<file path="config.mk">
export PLATFORM = sky130hd
export DESIGN_NAME = m6530_bus_master_flat
export DESIGN_NICKNAME = d
export VERILOG_FILES = /design/src/rtl/m6530_pkg.sv /design/src/rtl/m6530_bus_master_if.sv /design/src/rtl/m6530_cmd_fifo.sv /design/src/rtl/m6530_bus_master.sv /design/src/flat_wrapper.sv
export SDC_FILE = /design/constraint.sdc
export NUM_CORES = 1
export LEC_CHECK = 0
export CAP_MARGIN = 20
export CORE_ASPECT_RATIO = 1.4
export CORE_MARGIN = 2
export CORE_UTILIZATION = 50
export CTS_CLUSTER_DIAMETER = 200
export CTS_CLUSTER_SIZE = 25
export DETAILED_ROUTE_END_ITERATION = 16
export DONT_BUFFER_PORTS = 1
export SYNTH_ARGS = -nofsm -noshare
export SYNTH_HDL_FRONTEND = slang
export SYNTH_SLANG_ARGS = --single-unit
</file>
<file path="constraint.sdc">
create_clock -name phi2 -period 4.8 [get_ports phi2]
set_clock_uncertainty 0.2 [all_clocks]
set_input_delay 0.72 -clock phi2 [delete_from_list [all_inputs] [get_ports phi2]]
set_output_delay 0.72 -clock phi2 [all_outputs]
set_load 0.02 [all_outputs]
</file>
<file path="src/rtl/m6530_pkg.sv">
// Shared types and constants for the 6530 bus initiator.
// Bus-cycle FSM states, the command record, and the values the bus rests at when idle.
package m6530_pkg;

    localparam int M6530_ADDR_W = 10;
    localparam int M6530_DATA_W = 8;

    typedef enum logic [2:0] {
        ST_IDLE,
        ST_ADDR,
        ST_WDATA,
        ST_RWAIT,
        ST_TURN
    } state_t;

    typedef struct packed {
        logic                    we;
        logic                    rs0;
        logic [M6530_ADDR_W-1:0] addr;
        logic [M6530_DATA_W-1:0] wdata;
    } cmd_t;

    localparam logic IDLE_CS1   = 1'b0;
    localparam logic IDLE_R_W   = 1'b1;
    localparam logic IDLE_DB_OE = 1'b0;

endpackage

</file>
<file path="src/rtl/m6530_bus_master_if.sv">
// Host command/response channels, 6502-style bus pins and IRQ signals of the 6530 initiator.
// master = the initiator's view; slave = the host/peripheral side.
interface m6530_bus_master_if #(
    parameter int ADDR_W = 10,
    parameter int DATA_W = 8
);
    logic              cmd_valid;
    logic              cmd_ready;
    logic              cmd_we;
    logic              cmd_rs0;
    logic [ADDR_W-1:0] cmd_addr;
    logic [DATA_W-1:0] cmd_wdata;

    logic              rsp_valid;
    logic              rsp_ready;
    logic [DATA_W-1:0] rsp_rdata;

    logic [ADDR_W-1:0] bus_a;
    logic              bus_rs0;
    logic              bus_cs1;
    logic              bus_r_w;
    logic [DATA_W-1:0] bus_db_o;
    logic              bus_db_oe;
    logic [DATA_W-1:0] bus_db_i;

    logic              irq_n;
    logic              irq_pending;
    logic              irq_clear;

    modport master (
        input  cmd_valid, cmd_we, cmd_rs0, cmd_addr, cmd_wdata,
        output cmd_ready,
        output rsp_valid, rsp_rdata,
        input  rsp_ready,
        output bus_a, bus_rs0, bus_cs1, bus_r_w, bus_db_o, bus_db_oe,
        input  bus_db_i,
        input  irq_n, irq_clear,
        output irq_pending
    );

    modport slave (
        output cmd_valid, cmd_we, cmd_rs0, cmd_addr, cmd_wdata,
        input  cmd_ready,
        input  rsp_valid, rsp_rdata,
        output rsp_ready,
        input  bus_a, bus_rs0, bus_cs1, bus_r_w, bus_db_o, bus_db_oe,
        output bus_db_i,
        output irq_n, irq_clear,
        input  irq_pending
    );
endinterface

</file>
<file path="src/rtl/m6530_cmd_fifo.sv">
// Synchronous command FIFO; pointers carry one extra wrap bit to tell full from empty.
// A push into an empty FIFO becomes visible at the output on the following cycle.
module m6530_cmd_fifo #(
    parameter int WIDTH = 20,
    parameter int DEPTH = 4
) (
    input  logic             phi2,
    input  logic             rst_n,
    input  logic             push,
    input  logic [WIDTH-1:0] din,
    input  logic             pop,
    output logic [WIDTH-1:0] dout,
    output logic             full,
    output logic             empty
);
    localparam int AW = $clog2(DEPTH);
    localparam int PW = AW + 1;

    logic [WIDTH-1:0] mem_q [DEPTH];
    logic [WIDTH-1:0] mem_d [DEPTH];
    logic [PW-1:0]    wr_ptr_q, wr_ptr_d;
    logic [PW-1:0]    rd_ptr_q, rd_ptr_d;

    assign empty = (wr_ptr_q == rd_ptr_q);
    assign full  = (wr_ptr_q[AW-1:0] == rd_ptr_q[AW-1:0]) && (wr_ptr_q[AW] != rd_ptr_q[AW]);
    assign dout  = mem_q[rd_ptr_q[AW-1:0]];

    always_comb begin
        mem_d    = mem_q;
        wr_ptr_d = wr_ptr_q;
        rd_ptr_d = rd_ptr_q;
        if (push && !full) begin
            mem_d[wr_ptr_q[AW-1:0]] = din;
            wr_ptr_d                = wr_ptr_q + PW'(1);
        end
        if (pop && !empty) begin
            rd_ptr_d = rd_ptr_q + PW'(1);
        end
    end

    always_ff @(posedge phi2 or negedge rst_n) begin
        if (!rst_n) begin
            wr_ptr_q <= '0;
            rd_ptr_q <= '0;
            for (int i = 0; i < DEPTH; i++) begin
                mem_q[i] <= '0;
            end
        end else begin
            wr_ptr_q <= wr_ptr_d;
            rd_ptr_q <= rd_ptr_d;
            mem_q    <= mem_d;
        end
    end

endmodule

</file>
<file path="src/rtl/m6530_bus_master.sv">
// 6530 bus initiator: runs queued host commands as one bus cycle per phi2 state,
// returns read data through a single-entry response register and latches peripheral IRQs.
module m6530_bus_master
    import m6530_pkg::*;
#(
    parameter int ADDR_W     = M6530_ADDR_W,
    parameter int DATA_W     = M6530_DATA_W,
    parameter int READ_LAT   = 2,
    parameter int FIFO_DEPTH = 4
) (
    input logic                phi2,
    input logic                rst_n,
    m6530_bus_master_if.master bif
);
    localparam int LAT_W = $clog2(READ_LAT + 1);

    typedef struct packed {
        logic              we;
        logic              rs0;
        logic [ADDR_W-1:0] addr;
        logic [DATA_W-1:0] wdata;
    } cmd_l_t;

    cmd_l_t push_cmd, head;
    logic   fifo_push, fifo_pop, fifo_full, fifo_empty;
    logic [$bits(cmd_l_t)-1:0] fifo_dout;

    state_t            state_q, state_d;
    logic [ADDR_W-1:0] bus_a_q, bus_a_d;
    logic              bus_rs0_q, bus_rs0_d;
    logic              bus_cs1_q, bus_cs1_d;
    logic              bus_r_w_q, bus_r_w_d;
    logic [DATA_W-1:0] bus_db_o_q, bus_db_o_d;
    logic              bus_db_oe_q, bus_db_oe_d;
    logic [DATA_W-1:0] wdata_q, wdata_d;
    logic [LAT_W-1:0]  lat_q, lat_d;
    logic              rsp_valid_q, rsp_valid_d;
    logic [DATA_W-1:0] rsp_rdata_q, rsp_rdata_d;
    logic              irq_s1_q, irq_s2_q, irq_s3_q;
    logic              irq_pending_q, irq_pending_d;
    logic              rsp_free, irq_fall;

    assign push_cmd  = '{we: bif.cmd_we, rs0: bif.cmd_rs0, addr: bif.cmd_addr, wdata: bif.cmd_wdata};
    assign fifo_push = bif.cmd_valid && !fifo_full;
    assign head      = fifo_dout;

    m6530_cmd_fifo #(
        .WIDTH ($bits(cmd_l_t)),
        .DEPTH (FIFO_DEPTH)
    ) u_fifo (
        .phi2  (phi2),
        .rst_n (rst_n),
        .push  (fifo_push),
        .din   (push_cmd),
        .pop   (fifo_pop),
        .dout  (fifo_dout),
        .full  (fifo_full),
        .empty (fifo_empty)
    );

    // The response slot can take new data if empty or being drained on this edge.
    assign rsp_free = !rsp_valid_q || bif.rsp_ready;

    always_comb begin
        state_d     = state_q;
        bus_a_d     = bus_a_q;
        bus_rs0_d   = bus_rs0_q;
        bus_cs1_d   = bus_cs1_q;
        bus_r_w_d   = bus_r_w_q;
        bus_db_o_d  = bus_db_o_q;
        bus_db_oe_d = bus_db_oe_q;
        wdata_d     = wdata_q;
        lat_d       = lat_q;
        rsp_valid_d = rsp_valid_q && !bif.rsp_ready;
        rsp_rdata_d = rsp_rdata_q;
        fifo_pop    = 1'b0;

        case (state_q)
            ST_IDLE, ST_TURN: begin
                state_d     = ST_IDLE;
                bus_cs1_d   = IDLE_CS1;
                bus_r_w_d   = IDLE_R_W;
                bus_db_oe_d = IDLE_DB_OE;
                fifo_pop    = !fifo_empty;
            end
            ST_ADDR, ST_RWAIT: begin
                if (!bus_r_w_q) begin
                    state_d     = ST_WDATA;
                    bus_db_oe_d = 1'b1;
                    bus_db_o_d  = wdata_q;
                end else if (lat_q == LAT_W'(READ_LAT)) begin
                    if (rsp_free) begin
                        rsp_valid_d = 1'b1;
                        rsp_rdata_d = bif.bus_db_i;
                        // A following read reuses the bus without a turnaround cycle.
                        if (!fifo_empty && !head.we) begin
                            fifo_pop = 1'b1;
                        end else begin
                            state_d   = ST_TURN;
                            bus_cs1_d = IDLE_CS1;
                            bus_r_w_d = IDLE_R_W;
                        end
                    end else begin
                        state_d = ST_RWAIT;
                    end
                end else begin
                    state_d = ST_RWAIT;
                    lat_d   = lat_q + LAT_W'(1);
                end
            end
            ST_WDATA: begin
                state_d     = ST_TURN;
                bus_cs1_d   = IDLE_CS1;
                bus_r_w_d   = IDLE_R_W;
                bus_db_oe_d = IDLE_DB_OE;
            end
            default: begin
                state_d = ST_IDLE;
            end
        endcase

        if (fifo_pop) begin
            state_d     = ST_ADDR;
            bus_a_d     = head.addr;
            bus_rs0_d   = head.rs0;
            bus_cs1_d   = 1'b1;
            bus_r_w_d   = !head.we;
            bus_db_oe_d = 1'b0;
            wdata_d     = head.wdata;
            lat_d       = LAT_W'(1);
        end
    end

    // Falling edge of the synchronised IRQ beats a clear on the same edge.
    assign irq_fall = irq_s3_q && !irq_s2_q;

    always_comb begin
        irq_pending_d = irq_pending_q;
        if (bif.irq_clear) irq_pending_d = 1'b0;
        if (irq_fall)      irq_pending_d = 1'b1;
    end

    always_ff @(posedge phi2 or negedge rst_n) begin
        if (!rst_n) begin
            state_q       <= ST_IDLE;
            bus_a_q       <= '0;
            bus_rs0_q     <= 1'b0;
            bus_cs1_q     <= IDLE_CS1;
            bus_r_w_q     <= IDLE_R_W;
            bus_db_o_q    <= '0;
            bus_db_oe_q   <= IDLE_DB_OE;
            wdata_q       <= '0;
            lat_q         <= '0;
            rsp_valid_q   <= 1'b0;
            rsp_rdata_q   <= '0;
            irq_s1_q      <= 1'b1;
            irq_s2_q      <= 1'b1;
            irq_s3_q      <= 1'b1;
            irq_pending_q <= 1'b0;
        end else begin
            state_q       <= state_d;
            bus_a_q       <= bus_a_d;
            bus_rs0_q     <= bus_rs0_d;
            bus_cs1_q     <= bus_cs1_d;
            bus_r_w_q     <= bus_r_w_d;
            bus_db_o_q    <= bus_db_o_d;
            bus_db_oe_q   <= bus_db_oe_d;
            wdata_q       <= wdata_d;
            lat_q         <= lat_d;
            rsp_valid_q   <= rsp_valid_d;
            rsp_rdata_q   <= rsp_rdata_d;
            irq_s1_q      <= bif.irq_n;
            irq_s2_q      <= irq_s1_q;
            irq_s3_q      <= irq_s2_q;
            irq_pending_q <= irq_pending_d;
        end
    end

    assign bif.cmd_ready   = !fifo_full;
    assign bif.rsp_valid   = rsp_valid_q;
    assign bif.rsp_rdata   = rsp_rdata_q;
    assign bif.bus_a       = bus_a_q;
    assign bif.bus_rs0     = bus_rs0_q;
    assign bif.bus_cs1     = bus_cs1_q;
    assign bif.bus_r_w     = bus_r_w_q;
    assign bif.bus_db_o    = bus_db_o_q;
    assign bif.bus_db_oe   = bus_db_oe_q;
    assign bif.irq_pending = irq_pending_q;

endmodule
</file>
<file path="src/flat_wrapper.sv">
// flat-port wrapper written by rule: the top's interface ports become plain ports
module m6530_bus_master_flat import m6530_pkg::*;
#(
    parameter int ADDR_W     = M6530_ADDR_W,
    parameter int DATA_W     = M6530_DATA_W,
    parameter int READ_LAT   = 2,
    parameter int FIFO_DEPTH = 4
)
  (phi2, rst_n, bif_cmd_valid, bif_cmd_we, bif_cmd_rs0, bif_cmd_addr, bif_cmd_wdata, bif_cmd_ready, bif_rsp_valid, bif_rsp_rdata, bif_rsp_ready, bif_bus_a, bif_bus_rs0, bif_bus_cs1, bif_bus_r_w, bif_bus_db_o, bif_bus_db_oe, bif_bus_db_i, bif_irq_n, bif_irq_clear, bif_irq_pending);
  m6530_bus_master_if #(.ADDR_W(ADDR_W), .DATA_W(DATA_W)) bif_i ();
  input logic phi2;
  input logic rst_n;
  input wire logic [$bits(bif_i.cmd_valid)-1:0] bif_cmd_valid;
  input wire logic [$bits(bif_i.cmd_we)-1:0] bif_cmd_we;
  input wire logic [$bits(bif_i.cmd_rs0)-1:0] bif_cmd_rs0;
  input wire logic [$bits(bif_i.cmd_addr)-1:0] bif_cmd_addr;
  input wire logic [$bits(bif_i.cmd_wdata)-1:0] bif_cmd_wdata;
  output wire logic [$bits(bif_i.cmd_ready)-1:0] bif_cmd_ready;
  output wire logic [$bits(bif_i.rsp_valid)-1:0] bif_rsp_valid;
  output wire logic [$bits(bif_i.rsp_rdata)-1:0] bif_rsp_rdata;
  input wire logic [$bits(bif_i.rsp_ready)-1:0] bif_rsp_ready;
  output wire logic [$bits(bif_i.bus_a)-1:0] bif_bus_a;
  output wire logic [$bits(bif_i.bus_rs0)-1:0] bif_bus_rs0;
  output wire logic [$bits(bif_i.bus_cs1)-1:0] bif_bus_cs1;
  output wire logic [$bits(bif_i.bus_r_w)-1:0] bif_bus_r_w;
  output wire logic [$bits(bif_i.bus_db_o)-1:0] bif_bus_db_o;
  output wire logic [$bits(bif_i.bus_db_oe)-1:0] bif_bus_db_oe;
  input wire logic [$bits(bif_i.bus_db_i)-1:0] bif_bus_db_i;
  input wire logic [$bits(bif_i.irq_n)-1:0] bif_irq_n;
  input wire logic [$bits(bif_i.irq_clear)-1:0] bif_irq_clear;
  output wire logic [$bits(bif_i.irq_pending)-1:0] bif_irq_pending;
  assign bif_i.cmd_valid = bif_cmd_valid;
  assign bif_i.cmd_we = bif_cmd_we;
  assign bif_i.cmd_rs0 = bif_cmd_rs0;
  assign bif_i.cmd_addr = bif_cmd_addr;
  assign bif_i.cmd_wdata = bif_cmd_wdata;
  assign bif_cmd_ready = bif_i.cmd_ready;
  assign bif_rsp_valid = bif_i.rsp_valid;
  assign bif_rsp_rdata = bif_i.rsp_rdata;
  assign bif_i.rsp_ready = bif_rsp_ready;
  assign bif_bus_a = bif_i.bus_a;
  assign bif_bus_rs0 = bif_i.bus_rs0;
  assign bif_bus_cs1 = bif_i.bus_cs1;
  assign bif_bus_r_w = bif_i.bus_r_w;
  assign bif_bus_db_o = bif_i.bus_db_o;
  assign bif_bus_db_oe = bif_i.bus_db_oe;
  assign bif_i.bus_db_i = bif_bus_db_i;
  assign bif_i.irq_n = bif_irq_n;
  assign bif_i.irq_clear = bif_irq_clear;
  assign bif_irq_pending = bif_i.irq_pending;
  m6530_bus_master #(.ADDR_W(ADDR_W), .DATA_W(DATA_W), .READ_LAT(READ_LAT), .FIFO_DEPTH(FIFO_DEPTH)) u_core (.phi2(phi2), .rst_n(rst_n), .bif(bif_i));
endmodule
</file>
[After elaboration in Yosys (flattened, before gate mapping)]
Index checks and enable logic that the tools add are counted.
W data, S select, Z words.
Operators by class
  add/sub/neg operators: 3
  equal/unequal tests: 15
  bitwise gates (word level): 3
  multiplexer cells: 39
  reductions and logical operators: 28
  order comparisons: 3
Operators by type and width (number)
  $bwmux W80: 1
  $mux W20: 3
  $bmux W20 S2: 1
  $demux W20 S2: 1
  $mux W1: 19
  $mux W3: 5
  $ne A3 B2 Y1 const B: 3
  $logic_and A1 B1 Y1: 8
  $mux W2: 4
  $pmux W1 S2: 4
  $add A3 B1 Y3 const B: 2
  $eq A3 B2 Y1 const B: 2
  $ge A3 B3 Y1 const B: 2
  $logic_not A1 Y1: 6
  $ne A3 B3 Y1 const B: 2
  $ne A6 B6 Y1 const B: 1
  $not A2 Y3: 2
  $pmux W3 S2: 1
  $reduce_bool A2 Y1: 3
  $reduce_and A5 Y1: 1
  $reduce_and A2 Y1: 2
  $reduce_and A4 Y1: 1
  $reduce_or A2 Y1: 2
  $eq A3 B1 Y1 const B: 1
  other kinds (14): 14
Storage, ports and cells
  output and inout port bits: 33
  word-level logic and storage cells: 112
  register bits after elaboration: 134

[Logic depth before layout (Yosys ltp)]
  depth after elaboration: 13
  depth in mapped cells: 7
  depth with buffers taken out: 6

[Cells and area by module]
Synthesis repeated with hierarchy kept, for this count alone.
Unflattened totals
  cell total of the unflattened synthesis: 369
  area total of the unflattened synthesis: 6241.0 um2
By module, submodules not included
  m6530_cmd_fifo: times used 1, area an instance 4272.8 um2, cells an instance 239
  m6530_bus_master: times used 1, area an instance 1968.1 um2, cells an instance 130

[Worst setup path before layout]
Ideal clock, no wire load.
  path type: input -> register
  start: input bif_rsp_ready
  end: register u_core.bus_a_q[3], in the netlist u_core.bif.bus_a[3]
  slack: 2623 ps
  data required time: 4475 ps
  data arrival time: 1852 ps
  stages: 5
  path buffers: 1
  path through: nor2b_1 > nor4_4 > o21ai_4 > buf_6 > mux2_4
Between the ends
  word-level cells in the longest chain between the ends: 5
RTL lines
  start: declaration: RTL line flat_wrapper.sv:21  | input wire logic [$bits(bif_i.rsp_ready)-1:0] bif_rsp_ready;
  $logic_or A1 B1 Y1: RTL line m6530_bus_master.sv:62  | assign rsp_free = !rsp_valid_q || bif.rsp_ready;
  $mux W1: RTL line m6530_bus_master.sv:92  | if (rsp_free) begin
  $mux W1: RTL line m6530_bus_master.sv:91  | end else if (lat_q == LAT_W'(READ_LAT)) begin
  $mux W1: RTL line m6530_bus_master.sv:87  | if (!bus_r_w_q) begin
  $pmux W1 S2: RTL line m6530_bus_master.sv:78  | case (state_q)
  end signal: assignment: RTL line m6530_bus_master.sv:162  | bus_a_q <= bus_a_d;
  end: declaration: RTL line m6530_bus_master.sv:29  | logic [ADDR_W-1:0] bus_a_q, bus_a_d;
No other way between the ends.
A chain may end at the register's enable or synchronous reset.

[Worst setup path after layout]
  start: register u_core.u_fifo.rd_ptr_q[1]
  end: register u_core.u_fifo.mem_q[11] (netlist bit)
Between the ends
  word-level cells in the longest chain between the ends: 5
RTL lines
  start: declaration: RTL line m6530_cmd_fifo.sv:22  | logic [PW-1:0] rd_ptr_q, rd_ptr_d;
  start signal: assignment: RTL line m6530_cmd_fifo.sv:50  | rd_ptr_q <= rd_ptr_d;
  $eq A2 B2 Y1 (*): RTL line m6530_cmd_fifo.sv:25  | assign full = (wr_ptr_q[AW-1:0] == rd_ptr_q[AW-1:0]) && (wr_ptr_q[AW] != rd_ptr_q[AW]);
  $logic_and A1 B1 Y1 (*): RTL line m6530_cmd_fifo.sv:25
  $logic_not A1 Y1 (*): RTL line m6530_cmd_fifo.sv:32, m6530_bus_master.sv:44
  $logic_and A1 B1 Y1: RTL line m6530_bus_master.sv:44  | assign fifo_push = bif.cmd_valid && !fifo_full;
  $logic_and A1 B1 Y1 (*): RTL line m6530_cmd_fifo.sv:32  | if (push && !full) begin
  end signal: assignment: RTL line m6530_cmd_fifo.sv:51  | mem_q <= mem_d;
  end: declaration: RTL line m6530_cmd_fifo.sv:19  | logic [WIDTH-1:0] mem_q [DEPTH];
Every way passes the cells marked *; elsewhere a longest branch is shown, timed or not.

==> metrics.cfg <==
[sta]
setup_viol=0
finalCritPeriodShare=0.5841
finalHoldViolCount=0
fmaxAchievable_ghz=0.3567
relSlewSlack=0.3955
maxSlewViolCount=0
period_minus_slack_ns=2.804
tns_ns=0
rsz0062_at_grt=false
worst_pin_slew_ns=0.9034

[finish]
syn2layout_area_growth_pct=14.61
fin_area_um2=6516
fillers=913
final_cells=518
diodes=0
drive_gt1_frac=0.2166
fin_nets=401

[placed_design]
place_congestion=0.7433
dp.cells=482
post_dp_cell_area_um2=5842
dp_hpwl_um=6262
place.port_buffers=0

[detailed_routing]
drc=0
postRouteAntennaNets=0
dr_total_vias=2881
vias_per_cell=5.562
wl_per_cell_um=19.31
drtIter0Drc=102
drt-pass1-iter-count=4
routed_wl_um=10010

[grt]
grt.total_usage=0.1827
grt_pass1_wl_um=16630
grt_pass1_vias=3240
grt_max_degree=135
overflow=0
antenna_found_initial=0

[synthesis]
yosysSeqAreaShare=0.5907
ys_types=36
ys_ff_latch=134
syn_area_per_cell_um2=16.29
synthFlopType=dfrtp_1
async_reset_ff_frac=1.000
synth_cells=349
synth_edf_count=0
syn_area_um2=5685
synth_nets=389
yosys_warnings=0

[worst_hold_path]
hold_path.class=in -> async

[floorplan]
die_h_um=130.2
core_um2=11220
die_w_um=94.12
design.portCount=67
rows=46
start_util=0.5066
dieArea_um2=12250

[clock_network]
cts_tree=yes
cts-resized-gates=0
htreeDepth=4
cts.path.max_buffers=2
clk_latency_ns=0.41
root_buffer=clkbuf_16
cts_buffers=17
path_clk_slew_ns=0.06
cts_setup_buffers=0
clkSinkCount=134

[critical_path]
end_kind=flip-flop
startpoint_type=flip-flop
required_ns=4.89
path_max_fanout=12
setup.worst_path.class=reg -> reg
cp.arrival_ns=2.89

[flow_run]
maxCapViolCount=0

[run_status]
outcome=completed

[power_and_ir_drop]
powerDensity_nw_per_um2=780.1
ir_drop_mv=0.3372
power.leakage_nw=2.838

## cell usage after synthesis, drive strengths merged, types with 2 or more instances
cell / count / area, µm²
mux2: 116 / 1359
o21ai: 5 / 36.28
o31ai: 2 / 15.01
dfstp: 4 / 105.1
inv: 7 / 26.28
dfrtp: 130 / 3253
nand3b: 2 / 15.01
mux4: 20 / 450.4
a31oi: 3 / 25.02
ha: 6 / 75.07
clkbuf: 3 / 11.26
xnor2: 7 / 61.31
a21oi: 3 / 15.01
buf: 12 / 71.31
nand2: 8 / 30.03
nor2: 6 / 22.52
nor2b: 2 / 12.51
## power by group
group	internal, W	switching (W)	leakage (nW)	total [W]
clock network	0.000775	0.000454	0.292	0.00123
registers	0.00171	0.000516	1.59	0.00222
logic	0.000985	0.000648	0.953	0.00163
## layout make-up
class	count	area, µm²	area share
flip-flops and latches	134	3359	0.5156
multi-input cells	192	2215	0.3399
clock buffers	23	498.0	0.07642
well taps	144	180.2	0.02765
repair buffers	8	160.2	0.02458
clock inverters	9	73.82	0.01133
inverters	8	30.03	0.004608
## cell usage in the layout (no fill, tap or decap), drive strengths merged
cell type,netlist,routed
dfrtp,130,130
mux2,116,116
clkbuf,3,23
mux4,20,20
clkinv,1,9
nand2,8,8
buf,12,8
inv,7,7
xnor2,7,7
nor2,6,6
ha,6,6
o21ai,5,5
dfstp,4,4
a21oi,3,3
a31oi,3,3
nand3b,2,2
nor2b,2,2
o31ai,2,2
xor2,1,1
nand3,1,1
o21bai,1,1
nor4,1,1
and2,1,1
nand2b,1,1
o22ai,1,1
or3,1,1
nor3b,1,1
o211ai,1,1
o21a,1,1
a21boi,1,1
bufinv,0,1
## sequential cells by signal (all words and copies together) (netlist names)
register                flops
u_core.bif.rsp_rdata        8
u_core.bif.bus_a           10
u_core.wdata_q              8
u_core.bif.irq_pending      1
u_core.bif.bus_r_w          1
u_core.bif.bus_db_o         8
u_core.bif.bus_rs0          1
u_core.bif.bus_db_oe        1
u_core.irq_s3_q             1
u_core.state_q              3
u_core.u_fifo.rd_ptr_q      3
u_core.irq_s1_q             1
u_core.lat_q                2
u_core.bif.rsp_valid        1
u_core.irq_s2_q             1
u_core.u_fifo.mem_q        80
u_core.bif.bus_cs1          1
u_core.u_fifo.wr_ptr_q      3
## final timing paths
kind / slack [ns] / cells after the start / startpoint / end
min: 0.08 / 1 / rst_n / u_core.u_fifo.mem_q[28]$_DFFE_PN0P_
max reg2reg: 2.00 / 5 / u_core.u_fifo.rd_ptr_q[1]$_DFFE_PN0P_ / u_core.u_fifo.mem_q[11]$_DFFE_PN0P_
min in group phi2: 0.11 / 0 / bif_irq_n / u_core.irq_s1_q$_DFF_PN1_
max: 2.00 / 5 / u_core.u_fifo.rd_ptr_q[1]$_DFFE_PN0P_ / u_core.u_fifo.mem_q[11]$_DFFE_PN0P_
max in group asynchronous: 3.78 / 1 / rst_n / u_core.u_fifo.rd_ptr_q[0]$_DFFE_PN0P_
min reg2reg: 0.16 / 0 / u_core.irq_s1_q$_DFF_PN1_ / u_core.irq_s2_q$_DFF_PN1_
## logic make-up (layout without fill, tap and decap cells)
kind of cell	count (synthesis)	after routing	share of synthesized area
mux	136	136	0.3182
flops	134	134	0.5907
simple gates	24	24	0.02333
buf+inv	23	48	0.01980
compound gates	18	18	0.02245
xor+xnor	8	8	0.01232
fa+ha+maj	6	6	0.01320
## critical path: stages (launching register included)
cell and delay (ns):
dfrtp_1 0.71, xnor2_1 0.23, a31oi_2 0.39, nand2_1 0.51, buf_8 0.33, mux2_1 0.31
## metrics by stage
stage / hold WS, ns / setup WS, ns / total power [W] / utilization
final: 0.07924 / 1.996 / 0.005083 / 0.5806
after detailed placement: 0.1513 / 1.756 / 0.003839 / 0.5205
after global placement: 0.1472 / 1.750 / 0.003746 / 0.5167
after floorplan: 0.1452 / 2.623 / 0.003481 / -
after global routing: 0.07741 / 1.728 / 0.005433 / 0.5806
after CTS: 0.09064 / 1.752 / 0.005113 / 0.5739
## layer usage
metal	vias to the layer above	track usage	part of all wire
li1	1284	-	-
met4	0	0.07161	0.015
met2	59	0.3034	0.51
met5	-	0	0
met3	13	0.06467	0.052
met1	1525	0.2186	0.42
## what timing repair did
item,CTS,global route
hold endpoints to repair,134,0
setup endpoints to repair,0,0
hold buffers,1,0
Power figures use the tool's default switching activity.
